File: config.mk
export PLATFORM = sky130hd
export DESIGN_NAME = nn_layer_seq_flat
export DESIGN_NICKNAME = d
export VERILOG_FILES = /design/src/rtl/nn_layer_seq_if.sv /design/src/rtl/nn_layer_seq.sv /design/src/flat_wrapper.sv
export SDC_FILE = /design/constraint.sdc
export NUM_CORES = 1
export LEC_CHECK = 0
export ABC_AREA = 1
export CAP_MARGIN = 10
export CORE_UTILIZATION = 60
export CTS_CLUSTER_SIZE = 12
export DETAILED_ROUTE_END_ITERATION = 6
export GPL_ROUTABILITY_DRIVEN = 0
export PLACE_DENSITY = 0.86
export SYNTH_ARGS = -nofsm -noshare
export SYNTH_HDL_FRONTEND = slang
export SYNTH_SLANG_ARGS = --single-unit
File: constraint.sdc
create_clock -name l_clk -period 2.8 [get_ports l_clk]
set_input_delay 0.42 -clock l_clk [delete_from_list [all_inputs] [get_ports l_clk]]
set_output_delay 0.42 -clock l_clk [all_outputs]
set_load 0.1 [all_outputs]
File: src/rtl/nn_layer_seq_if.sv
// Host/distributor/activation handshake bundle for the layer sequencer.
interface nn_layer_seq_if #(
  parameter int unsigned MAX_LAYERS = 8,
  parameter int unsigned LAYER_W    = 4
);
  logic                  start;
  logic                  abort;
  logic [LAYER_W-1:0]    cfg_layers;
  logic [MAX_LAYERS-1:0] act_mask;
  logic                  all_done;
  logic                  act_done;

  logic                  dis_en;
  logic [LAYER_W-1:0]    layer_index;
  logic                  need_act;
  logic                  act_en;
  logic                  busy;
  logic                  done;
  logic                  err;

  // Host side: drives requests and unit completions, observes sequencer status
  modport master (
    output start, abort, cfg_layers, act_mask, all_done, act_done,
    input  dis_en, layer_index, need_act, act_en, busy, done, err
  );

  // Sequencer side
  modport slave (
    input  start, abort, cfg_layers, act_mask, all_done, act_done,
    output dis_en, layer_index, need_act, act_en, busy, done, err
  );
endinterface

File: src/rtl/nn_layer_seq.sv
// Multi-layer run controller: pulses the distributor once per layer, optionally
// runs an activation pass per layer, with watchdog, abort and completion pulse.
module nn_layer_seq #(
  parameter int unsigned MAX_LAYERS = 8,
  parameter int unsigned LAYER_W    = 4,
  parameter int unsigned TIMEOUT    = 1024,
  parameter int unsigned TMR_W      = 11
) (
  input  logic          l_clk,
  input  logic          rst,
  nn_layer_seq_if.slave bus
);

  typedef enum logic [2:0] {
    S_IDLE,
    S_ISSUE,
    S_WAIT_CONV,
    S_ACT_ISSUE,
    S_WAIT_ACT,
    S_ADVANCE,
    S_OUT
  } state_t;

  state_t                r_state;
  logic                  r_dis_en;
  logic [LAYER_W-1:0]    r_layer_index;
  logic                  r_need_act;
  logic                  r_act_en;
  logic                  r_busy;
  logic                  r_done;
  logic                  r_err;
  logic [TMR_W-1:0]      r_wdog;
  logic [LAYER_W-1:0]    r_cfg_q;
  logic [MAX_LAYERS-1:0] r_mask_q;

  logic                  w_cfg_ok;
  logic                  w_tmo;
  logic                  w_last;
  logic                  w_next_need;

  // Layer count accepted only in 1..MAX_LAYERS; anything else completes empty
  assign w_cfg_ok    = (bus.cfg_layers != '0) &&
                       (bus.cfg_layers <= LAYER_W'(MAX_LAYERS));
  assign w_tmo       = (r_wdog == TMR_W'(TIMEOUT - 1));
  assign w_last      = (r_layer_index == r_cfg_q);
  // Mask bit for the layer after the current one (1-based index L selects bit L)
  assign w_next_need = |(r_mask_q & (MAX_LAYERS'(1) << r_layer_index));

  // Sequencer state and registered outputs
  always_ff @(posedge l_clk or posedge rst) begin
    if (rst) begin
      r_state       <= S_IDLE;
      r_dis_en      <= 1'b0;
      r_layer_index <= '0;
      r_need_act    <= 1'b0;
      r_act_en      <= 1'b0;
      r_busy        <= 1'b0;
      r_done        <= 1'b0;
      r_err         <= 1'b0;
      r_wdog        <= '0;
      r_cfg_q       <= '0;
      r_mask_q      <= '0;
    end else begin
      r_dis_en <= 1'b0;
      r_act_en <= 1'b0;
      r_done   <= 1'b0;

      if ((r_state != S_IDLE) && bus.abort) begin
        // Abort beats every completion and the watchdog; no done pulse
        r_state       <= S_IDLE;
        r_busy        <= 1'b0;
        r_layer_index <= '0;
        r_need_act    <= 1'b0;
        r_wdog        <= '0;
      end else begin
        case (r_state)
          S_IDLE: begin
            r_busy        <= 1'b0;
            r_layer_index <= '0;
            r_wdog        <= '0;
            if (bus.start && !bus.abort) begin
              r_err  <= 1'b0;
              r_busy <= 1'b1;
              if (w_cfg_ok) begin
                r_cfg_q       <= bus.cfg_layers;
                r_mask_q      <= bus.act_mask;
                r_layer_index <= LAYER_W'(1);
                r_need_act    <= bus.act_mask[0];
                r_dis_en      <= 1'b1;
                r_state       <= S_ISSUE;
              end else begin
                r_done  <= 1'b1;
                r_state <= S_OUT;
              end
            end
          end

          S_ISSUE: begin
            r_wdog  <= '0;
            r_state <= S_WAIT_CONV;
          end

          S_WAIT_CONV: begin
            if (bus.all_done) begin
              if (r_need_act) begin
                r_act_en <= 1'b1;
                r_state  <= S_ACT_ISSUE;
              end else begin
                r_state  <= S_ADVANCE;
              end
            end else if (w_tmo) begin
              r_err         <= 1'b1;
              r_state       <= S_IDLE;
              r_busy        <= 1'b0;
              r_layer_index <= '0;
              r_need_act    <= 1'b0;
              r_wdog        <= '0;
            end else begin
              r_wdog <= r_wdog + TMR_W'(1);
            end
          end

          S_ACT_ISSUE: begin
            r_wdog  <= '0;
            r_state <= S_WAIT_ACT;
          end

          S_WAIT_ACT: begin
            if (bus.act_done) begin
              r_state <= S_ADVANCE;
            end else if (w_tmo) begin
              r_err         <= 1'b1;
              r_state       <= S_IDLE;
              r_busy        <= 1'b0;
              r_layer_index <= '0;
              r_need_act    <= 1'b0;
              r_wdog        <= '0;
            end else begin
              r_wdog <= r_wdog + TMR_W'(1);
            end
          end

          S_ADVANCE: begin
            if (w_last) begin
              r_done  <= 1'b1;
              r_state <= S_OUT;
            end else begin
              r_layer_index <= r_layer_index + LAYER_W'(1);
              r_need_act    <= w_next_need;
              r_dis_en      <= 1'b1;
              r_wdog        <= '0;
              r_state       <= S_ISSUE;
            end
          end

          S_OUT: begin
            r_state       <= S_IDLE;
            r_busy        <= 1'b0;
            r_layer_index <= '0;
            r_need_act    <= 1'b0;
          end

          default: begin
            r_state       <= S_IDLE;
            r_busy        <= 1'b0;
            r_layer_index <= '0;
            r_need_act    <= 1'b0;
            r_wdog        <= '0;
          end
        endcase
      end
    end
  end

  assign bus.dis_en      = r_dis_en;
  assign bus.layer_index = r_layer_index;
  assign bus.need_act    = r_need_act;
  assign bus.act_en      = r_act_en;
  assign bus.busy        = r_busy;
  assign bus.done        = r_done;
  assign bus.err         = r_err;

endmodule
File: src/flat_wrapper.sv
// flat-port wrapper written by rule: the top's interface ports become plain ports
module nn_layer_seq_flat 
#(
  parameter int unsigned MAX_LAYERS = 8,
  parameter int unsigned LAYER_W    = 4,
  parameter int unsigned TIMEOUT    = 1024,
  parameter int unsigned TMR_W      = 11
)
  (l_clk, rst, bus_start, bus_abort, bus_cfg_layers, bus_act_mask, bus_all_done, bus_act_done, bus_dis_en, bus_layer_index, bus_need_act, bus_act_en, bus_busy, bus_done, bus_err);
  nn_layer_seq_if #(.MAX_LAYERS(MAX_LAYERS), .LAYER_W(LAYER_W)) bus_i ();
  input  logic l_clk;
  input  logic rst;
  input wire logic [$bits(bus_i.start)-1:0] bus_start;
  input wire logic [$bits(bus_i.abort)-1:0] bus_abort;
  input wire logic [$bits(bus_i.cfg_layers)-1:0] bus_cfg_layers;
  input wire logic [$bits(bus_i.act_mask)-1:0] bus_act_mask;
  input wire logic [$bits(bus_i.all_done)-1:0] bus_all_done;
  input wire logic [$bits(bus_i.act_done)-1:0] bus_act_done;
  output wire logic [$bits(bus_i.dis_en)-1:0] bus_dis_en;
  output wire logic [$bits(bus_i.layer_index)-1:0] bus_layer_index;
  output wire logic [$bits(bus_i.need_act)-1:0] bus_need_act;
  output wire logic [$bits(bus_i.act_en)-1:0] bus_act_en;
  output wire logic [$bits(bus_i.busy)-1:0] bus_busy;
  output wire logic [$bits(bus_i.done)-1:0] bus_done;
  output wire logic [$bits(bus_i.err)-1:0] bus_err;
  assign bus_i.start = bus_start;
  assign bus_i.abort = bus_abort;
  assign bus_i.cfg_layers = bus_cfg_layers;
  assign bus_i.act_mask = bus_act_mask;
  assign bus_i.all_done = bus_all_done;
  assign bus_i.act_done = bus_act_done;
  assign bus_dis_en = bus_i.dis_en;
  assign bus_layer_index = bus_i.layer_index;
  assign bus_need_act = bus_i.need_act;
  assign bus_act_en = bus_i.act_en;
  assign bus_busy = bus_i.busy;
  assign bus_done = bus_i.done;
  assign bus_err = bus_i.err;
  nn_layer_seq #(.MAX_LAYERS(MAX_LAYERS), .LAYER_W(LAYER_W), .TIMEOUT(TIMEOUT), .TMR_W(TMR_W)) u_core (.l_clk(l_clk), .rst(rst), .bus(bus_i));
endmodule
# Word level (Yosys, flattened, before mapping)
# Index checks and enable logic that the tools add are counted.
[word_totals]
reg_bits = 36
latchBits = 0
ramBits = 0
romBits = 0
input_bits = 18
output_inout_bits = 10
word_cells = 109
memories = 0
[classes]
n_addsub = 2
multipliers = 0
n_div = 0
n_lt_le_gt_ge = 1
n_eq_ne = 19
n_shift = 1
mux = 56
n_bitwise = 2
n_reduce_logical = 17
[ops]
columns = ["operator", "count"]
rows = [
  ["two-way mux 11 bit", 5],
  ["case mux 11 bit (4 select lines)", 1],
  ["two-way mux 1 bit", 29],
  ["two-way mux 3 bit", 8],
  ["two-way mux 4 bit", 6],
  ["case mux 4 bit (5 select lines)", 1],
  ["case mux 3 bit (6 select lines)", 1],
  ["AND reduction 4 bit", 3],
  ["adder 11 x 1 -> 11 bit (second input constant)", 1],
  ["== test 11 x 10 -> 1 bit (second input constant)", 1],
  ["== test 3 bit (second input constant)", 3],
  ["bitwise AND 8 bit", 1],
  ["!= test 2 x 1 -> 1 bit (second input constant)", 4],
  ["OR reduction 8 bit", 1],
  ["left shift 1 x 4 -> 8 bit (first input constant)", 1],
  ["== test 3 x 2 -> 1 bit (second input constant)", 2],
  ["!= test 3 x 1 -> 1 bit (second input constant)", 2],
  ["!= test 3 x 2 -> 1 bit (second input constant)", 2],
  ["AND reduction 6 bit", 1],
  ["nonzero test 3 bit", 2],
  ["case mux 1 bit (5 select lines)", 1],
  ["AND reduction 5 bit", 1],
  ["adder 4 x 1 -> 4 bit (second input constant)", 1],
  ["== test 4 bit", 1],
  ["other kinds (15)", 19],
]

# Logic depth before layout (Yosys ltp)
[logic_depth]
word_depth = 6
depth_mapped = 11
ltp_nobuf = 10

# Worst setup path before layout
# OpenSTA, ideal clock, no wires.
[synth_timing]
path_kind = "reg-to-reg"
from = "reg u_core.r_layer_index[0], in the netlist u_core.bus.layer_index[0]"
to = "reg u_core.r_wdog[2]"
setup_time_ns = 0.074
arrival_ns = 2.008
required_time_ns = 2.726
path_slack_ns = 0.718
path_stages_with_launch = 10
n_path_buf = 1
synth_period_minus_slack_ns = 2.082
cell_sequence = "dfrtp_1 inv_1 nand2_1 nand2_1 nor2_1 nand3_2 nand3_2 buf_6 nand2_1 o21ai_2"
[synth_via]
elab_chain_cells = 3
[synth_lines]
columns = ["item", "line", "source"]
rows = [
  ["start, declared", "nn_layer_seq.sv:26", "logic [LAYER_W-1:0] r_layer_index;"],
  ["start signal, assigned", "nn_layer_seq.sv:148", "r_layer_index <= r_layer_index + LAYER_W'(1);"],
  ["== test 4 bit", "nn_layer_seq.sv:45", "assign w_last = (r_layer_index == r_cfg_q);"],
  ["!= test 3 bit (no line)", "--", ""],
  ["AND reduction 4 bit (no line)", "--", ""],
  ["end signal, assigned", "nn_layer_seq.sv:119", "r_wdog <= r_wdog + TMR_W'(1);"],
  ["end signal, assigned", "nn_layer_seq.sv:139", "r_wdog <= r_wdog + TMR_W'(1);"],
  ["end, declared", "nn_layer_seq.sv:32", "logic [TMR_W-1:0] r_wdog;"],
]
# Every way passes these cells.
# A chain may end at the register's enable or synchronous reset.

# Worst setup path after layout
[layout_timing]
from = "reg u_core.r_wdog[0]"
to = "reg u_core.r_layer_index[0], in the netlist u_core.bus.layer_index[0]"
[layout_via]
elab_chain_cells = 5
elab_cells_between_ends = 6
classes_between = "eq/ne: 1; mux: 5"
[layout_lines]
columns = ["item", "line", "source"]
rows = [
  ["== test 11 x 10 -> 1 bit *", "nn_layer_seq.sv:44", "assign w_tmo = (r_wdog == TMR_W'(TIMEOUT - 1));"],
  ["two-way mux 4 bit *", "--", ""],
  ["two-way mux 4 bit (on tied branches)", "--", ""],
  ["case mux 4 bit (5 select lines) *", "--", ""],
  ["two-way mux 4 bit *", "--", ""],
]
# Mark *: on every way between the ends. The rest lies on a longest branch, timed or not. The select of a mux whose other input is x is not followed.

==> reports/results.txt <==
Status = finished, final reports clean
Gr usage total = 0.277
Root buffer cell = clkbuf_8
Num ports = 28
DIE AREA = 4090 sq um
RSZ-0062 raised after global routing = no
Vias per cell = 5.24
Tmin final = 1.89 ns
Filler Cell Count = 304
Worst-margin pin slew = 0.451 ns
Fmax achieved = 530 MHz
Final Skew = 0.00314 ns
Yosys cell types = 28
Max cap viols = 0
Synth Instances = 322
Die height = 63.9 um
Power per cell area = 756 nW/um^2
Post-synth top area cell = dfrtp_1
Layout cells sized above 1 = 0.119
DRT iter0 DRCs = 196
Hold WC Path Type = flip-flop to flip-flop
Setup TNS Final = 0 ns
CTS tree = done
Global route total overflow = 0
Total leakage power = 1.36 nW
Mapped Avg Cell Area = 7.15 sq um
Initial antenna violation count = 0
Global-route wire length before repair = 8.72 mm
Post-CTS Setup Repair Bufs = 0
# diodes = 0
Number of flops mapped to enable cells by yosys = 0
Crit share post-route = 0.674
Synth Register Bits = 36
DR pass1 iterations = 4
Post-Syn Area = 2300 sq um
CTS buffer count = 5
DR WL/cell = 12.3 um
Warnings, synthesis = 0
Final HPWL DP = 3.57 mm
Synthesis-to-layout area growth = 15.6%
Share of the yosys chip area belonging to registers = 0.392
Required time of the critical path = 3.01 ns
Latest clock arrival within the worst-skew pair = 0.29 ns
# rows = 22
Placed Cells incl. Taps = 394
Non-filler cells, final = 401
Max transition margin = 0.699
Post-synth top cells = 95 x nand2_1, 40 x inv_1, 36 x dfrtp_1
Vias = 2103
Area taken by multi-input logic gates = 1190 sq um
Initial Utilization = 0.629
Dpl ws = 0.656 ns
DRC Markers = 0
Post-synth ARST share = 1.00
Largest net degree at the start of global routing = 37
Setup Viol. Count Final = 0
Chip width = 63.9 um
Post-CTS resize count = 0
Worst VDD drop = 0.381 mV
Clk slew on worst S/H paths = 0.07 ns
Final WL = 4.92 mm
Final #Nets = 378
Primary FF master, synth = dfrtp_1
Final antenna-violating net count = 0
Post-CTS Hold Fix Bufs = 0
Reg area = 901 sq um
Crit path capture type = flip-flop
Kind of critical path = flip-flop to flip-flop
Critical Path Source Type = flip-flop
CP Data Arrival Time = 2.10 ns
Core area = 3660 sq um
Num Clock Sinks = 36
I/O Buffers = 27
Most common cell in the synthesized netlist = nand2_1
Vias in the first global route = 2013
Max Root-Sink Buffers = 2
Final hold vios = 0
Ranking of synthesized cells by area = dfrtp_1 39%, nand2_1 15%, inv_1 6.5%
Setup ws final = 0.912 ns
Synth top area share = 0.392
H-tree Lvls = 2
Final total power = 0.00201 W
CP max FO = 9
Pins Over Slew Limit = 0
Syn Nets = 347
[logic make-up after synthesis]
kind of cell,share of synthesized area
simple gates,0.370
buf+inv,0.0892
compound gates,0.0995
flops,0.392
fa+ha+maj,0.0381
xor+xnor,0.0114
[state kept, by name, indices dropped and copies added, names as in the netlist]
| signal | cells |
|---|---|
| u_core.r_wdog | 11 |
| u_core.bus.act_en | 1 |
| u_core.r_state | 3 |
| u_core.bus.layer_index | 4 |
| u_core.r_mask_q | 8 |
| u_core.r_cfg_q | 4 |
| u_core.bus.done | 1 |
| u_core.bus.dis_en | 1 |
| u_core.bus.need_act | 1 |
| u_core.bus.err | 1 |
| u_core.bus.busy | 1 |
[per-layer routing]
layer / up-vias / GRT usage / wire, um
met4: 0 / 0.0966 / 68
met2: 60 / 0.457 / 2290
met5: - / 0 / 0
met3: 10 / 0.0643 / 228
met1: 941 / 0.354 / 2340
li1: 1092 / - / -
[area by class of cell]
class / instances / share of cell area
well taps: 48 / 0.0226
inverters: 46 / 0.0649
flip-flops and latches: 36 / 0.339
repair buffers: 28 / 0.0951
clock inverters: 1 / 0.00188
clock buffers: 6 / 0.0273
multi-input cells: 236 / 0.449
[layout by cell type, fill, tap and decap left out, types with 11 or more instances in the layout]
master and n:
nand2_1 95, inv_1 40, dfrtp_1 36, nor2_1 32, nand3_1 24, o21ai_0 18
clkdlybuf4s50_1 17, nand4_1 12, a21oi_1 11, buf_4 11
[final timing paths]
path,start,to,slack [ns],cells after the start
worst max-delay path,u_core.r_wdog[0]$_DFFE_PP0P_,u_core.bus.layer_index[0]$_DFFE_PP0P_,0.91,9
worst min register to register,u_core.r_mask_q[4]$_DFFE_PP0P_,u_core.r_mask_q[4]$_DFFE_PP0P_,0.50,2
max in group asynchronous,rst,u_core.r_wdog[10]$_DFFE_PP0P_,1.96,3
worst min-delay path,u_core.r_mask_q[4]$_DFFE_PP0P_,u_core.r_mask_q[4]$_DFFE_PP0P_,0.50,2
worst max register to register,u_core.r_wdog[0]$_DFFE_PP0P_,u_core.bus.layer_index[0]$_DFFE_PP0P_,0.91,9
min in group asynchronous,rst,u_core.bus.layer_index[2]$_DFFE_PP0P_,0.54,3
[where the power goes]
group | internal, W | leakage, nW | switching [W]
sequential | 0.000647 | 0.476 | 0.000113
combinational | 0.000256 | 0.841 | 0.000646
clock | 0.000169 | 0.0410 | 0.000179
[metrics by stage]
| stage | util | hold slack [ns] | instance area, sq um |
|---|---|---|---|
| after global placement | 0.705 | 0.469 | 2580 |
| after floorplan | - | 0.453 | 2300 |
| final | 0.726 | 0.498 | 2660 |
| after global routing | 0.726 | 0.536 | 2660 |
| after detailed placement | 0.705 | 0.477 | 2580 |
| after CTS | 0.726 | 0.498 | 2660 |
[critical path, cell delays in order (launching register included)]
cell and delay, ns:
dfrtp_1 0.47, ha_1 0.27, nand2_1 0.13, nor2_4 0.20, nand3_4 0.17, nand3_2 0.15
nand2_2 0.09, nor2_4 0.18, nand2_1 0.07, o21ai_0 0.07
No activity file was read; power rests on OpenSTA's default activity.
==> edit 1, RTL diff (same settings) <==
The 7 states of `state_t` get a one-hot encoding in 7 bits.
--- a/src/rtl/nn_layer_seq.sv
+++ b/src/rtl/nn_layer_seq.sv
@@ -13,10 +13,10 @@
 
-  typedef enum logic [2:0] {
-    S_IDLE,
-    S_ISSUE,
-    S_WAIT_CONV,
-    S_ACT_ISSUE,
-    S_WAIT_ACT,
-    S_ADVANCE,
-    S_OUT
+  typedef enum logic [6:0] {
+    S_IDLE      = 7'b0000001,
+    S_ISSUE     = 7'b0000010,
+    S_WAIT_CONV = 7'b0000100,
+    S_ACT_ISSUE = 7'b0001000,
+    S_WAIT_ACT  = 7'b0010000,
+    S_ADVANCE   = 7'b0100000,
+    S_OUT       = 7'b1000000
   } state_t;
Behaviour: no difference found for any inputs over 10 cycles, from zero or initial values and one cycle with rst high; not proved beyond that.
==> edit 1 against the unedited design <==
- first-iteration DRC count down 42%
- area after synthesis increased by 5.3%
- via count shrank 2.7%
- routed wire length up 2.5%
- sequential cell count increased by 4
- core utilization increased by 2.9 points
- final area grew 7.1%
- setup slack got worse by 0.047 ns
- critical path depth fell by 1
- critical path type is now in2reg
- critical endpoint is now u_core.r_mask_q[7]
- highest routed layer unchanged
Power is not compared: it rests on default switching activity, and its combinational part moved more than twofold at a synthesized area within 25%.
==> edit 1: results (changes against the unedited design) <==
status finished clean; vias in the first global route 1971 (-2.1%); Vias/cell 5.273 (+0.55%); Synth top cells by count nand2_1, dfrtp_1, inv_1; largest net degree at the start of global routing 41 (+11%); Mapped Cells 306 (-5.0%); post-DP HPWL 3797 um (+6.4%); biggest regs u_core.r_wdog: 11 flops, u_core.r_mask_q: 8 flops, u_core.r_state: 7 flops; Netlist cell types 37 (+32%); Hold WC Path Type reg2reg; Slew HR 0.5881 (-0.1111); Post-synth ARST share 1.000 (unchanged); syn_nets 331 (-4.6%); postcts setup bufs 0 (unchanged); Reg clk slew, reported paths 0.07 ns (about the same); Crit path arrival time 2.17 ns (+0.07 ns); total track usage 0.2756 (-0.001581); PortBufs 27 (unchanged); Final Net Count 364 (-3.7%); fin cells 388 (-3.2%); largest cells by area after synthesis dfrtp_1, nand2_1, inv_1, nor2_1, ha_1; drt initial violations 114 (-42%); Placed Instances 380 (-3.6%); sequential area share after synthesis 0.4135 (+0.02201); share of layout cells above drive strength 1 0.1882 (+0.06926); WL/cell 13.00 um (+5.9%); first-pass GRT wire length 8783 um (+0.71%); 1st-pass router iterations 5 (+1); CP max FO 19 (+10); Antenna Cells 0 (unchanged); Worst Skew 0.005085 ns (+0.001947 ns)
-- edit 1: final cells by class --
type,count,area (sq um)
Timing Repair Buffer,28,252.7
Clock inverter,1,30.03
Tap cell,48,60.06
Sequential cell,40,1002
Inverter,44,167.7
Fill cell,284,924.6
Clock buffer,7,96.34
Multi-Input combinational cell,220,1237
-- edit 1: where the power goes --
part	switching (mW)	internal [mW]	total, mW
Clock	0.201	0.314	0.516
Sequential	0.0510	0.644	0.695
Combinational	0.208	0.106	0.314
-- edit 1: path summary, 6_finish.rpt --
kind,from,to,slack (ns)
setup / recovery,bus_cfg_layers[2],u_core.r_mask_q[7],0.86
hold / removal,u_core.r_mask_q[0],u_core.r_mask_q[0],0.49
setup reg to reg,u_core.r_state[4],u_core.r_mask_q[7],0.93
hold reg to reg,u_core.r_mask_q[0],u_core.r_mask_q[0],0.49
max in group asynchronous,rst,u_core.r_state[0],1.89
min in group asynchronous,rst,u_core.r_wdog[7],0.54
-- edit 1: per-layer routing --
metal,GRT usage,share of wire,vias up
li1,-,-,1036
met1,0.3488,0.44,939
met2,0.4459,0.48,59
met3,0.06424,0.047,12
met4,0.1250,0.026,0
met5,0,0,-
-- edit 1: worst max-delay path, cell delays in order --
cell	delay (ns)
clkdlybuf4s50_1	0.45
inv_1	0.04
nand3_1	0.09
xor2_1	0.32
nand3_2	0.35
inv_1	0.32
nand2_1	0.09
nand2_1	0.08
-- edit 1: kinds of logic after synthesis --
| kind of cell | Yosys count | share of synthesized area |
|---|---|---|
| and+or+nand+nor | 169 | 0.3619 |
| buffers and inverters | 46 | 0.07589 |
| AOI/OAI and AO/OA | 41 | 0.1007 |
| DFF | 40 | 0.4135 |
| adders and majority gates | 7 | 0.03614 |
| xor gates and xnor gates | 2 | 0.007229 |
| muxes | 1 | 0.004646 |
-- edit 1: metrics by stage --
stage	hold slack [ns]	power, mW	area (sq um)	worst slack [ns]	util
6_report	0.4911	1.525	2846	0.8647	0.7548
5_1_grt	0.5130	1.586	2846	0.6953	0.7548
4_1_cts	0.4902	1.529	2846	0.8984	0.7548
3_5_place_dp	0.4654	1.019	2720	0.5948	0.7213
3_3_place_gp	0.4647	1.010	2720	0.6684	0.7213
2_1_floorplan	0.4487	0.9295	2424	0.7114	-
==> edit 2, RTL diff (same flow settings) <==
Without the edit above. `TMR_W` is set to 11 in 2 places; all go to 22.
--- a/src/rtl/nn_layer_seq.sv
+++ b/src/rtl/nn_layer_seq.sv
@@ -6,3 +6,3 @@
   parameter int unsigned TIMEOUT    = 1024,
-  parameter int unsigned TMR_W      = 11
+  parameter int unsigned TMR_W      = 22
 ) (
--- a/src/flat_wrapper.sv
+++ b/src/flat_wrapper.sv
@@ -6,3 +6,3 @@
   parameter int unsigned TIMEOUT    = 1024,
-  parameter int unsigned TMR_W      = 11
+  parameter int unsigned TMR_W      = 22
 )
Behaviour: no difference found for any inputs over 10 cycles, from zero or initial values and one cycle with rst high; that may be too few to reach the edited logic, so the function may still have changed.
==> edit 2 against the unedited design <==
- setup slack got worse by 0.34 ns
- first-iteration DRC count increased by 70%
- via count increased by 52%
- final area increased by 36%
- area after synthesis increased by 40%
- largest cell class unchanged
- power increased by 23%
- routed wire length increased by 55%
- sequential cell count increased by 11
==> edit 2: results (changes against the unedited design) <==
syn_nets 503 (+45%); Final non-clock buffer share 0.07413 (-0.02093); vias 3195 (+52%); drt initial violations 333 (+70%); Inverters, non-clock 50 (+8.7%); biggest regs u_core.r_wdog: 22 flops, u_core.r_mask_q: 8 flops; Crit path arrival time 2.45 ns (+0.35 ns); P_seq 0.939 mW (+24%); 1st-pass router iterations 5 (+1); Compound-Gate Fraction of Synth Area 0.04727 (-0.05224); wire length on met2 3680 um (+61%); Syn Area/Cell 6.756 sq um (-5.5%); Core Region 0.005140 sq mm (+40%); Netlist cell types 35 (+25%); instance area at placement 0.003510 sq mm (+36%); routed length on met1 3331 um (+42%); fin cells 575 (+43%); M2 GR Usage 0.4891 (+0.03164); sequential area share after synthesis 0.3642 (-0.02732); GR Util met1 0.3859 (+0.03149); P_sw 1.113 mW (+19%); Filler Cell Count 453 (+49%); Non-clk bufs 30 (+7.1%); Worst Skew 0.002751 ns (-0.0003875 ns); status finished clean; met3 WL 479 um (+110%); area of the multi-input gates 0.001785 sq mm (+49%); comb_multi_in 371 (+57%); total track usage 0.2974 (+0.02027); CP max FO 7 (-2); Seq. cell area 0.001176 sq mm (+31%); Slew @ Worst Pin 0.4732 ns (+0.02236 ns); Final Net Count 530 (+40%); Slowest Stage Delay on Critical Path 0.45 ns (-0.02 ns); Synth Area in Adders 0.02712 (-0.01094); Synth top cells by count nand2_1, nor2_1, dfrtp_1, nand3_1, inv_1; Hold WC Path Type in2async; Post-Synth XOR/XNOR Area 0.02170 (+0.01028); crit share post-route 0.7942 (+0.1199); clock-cell share of area 0.02840 (-0.0007732); post-DP HPWL 5567 um (+56%); final WL 7626 um (+55%); vias in the first global route 2938 (+46%); P_comb 1.05 mW (+16%); Layout Utilization 0.7028 (-0.02347)
## edit 2: cell types whose count changed in the layout (fill, tap and decap cells not counted), sizes merged, moves of 2 or more
cell / unedited run / this run
clkinv: 2 / 0
xnor2: 0 / 2
a21oi: 11 / 6
inv: 45 / 50
and2: 0 / 3
dfrtp: 36 / 47
nand4: 12 / 15
o21ai: 28 / 18
nand3: 30 / 52
nand2: 99 / 186
nor2: 37 / 65
buf: 11 / 13
xor2: 3 / 6
## edit 2: worst paths after layout
check                                            end  cells after the start          startpoint  slack (ns)
min in group l_clk                u_core.r_mask_q[4]                      2  u_core.r_mask_q[4]        0.50
max reg2reg                u_core.bus.layer_index[1]                     11    u_core.r_wdog[0]        0.58
min                               u_core.r_mask_q[1]                      2                 rst        0.45
max in group asynchronous           u_core.r_wdog[7]                      3                 rst        1.77
max                        u_core.bus.layer_index[1]                     11    u_core.r_wdog[0]        0.58
min reg2reg                       u_core.r_mask_q[4]                      2  u_core.r_mask_q[4]        0.50
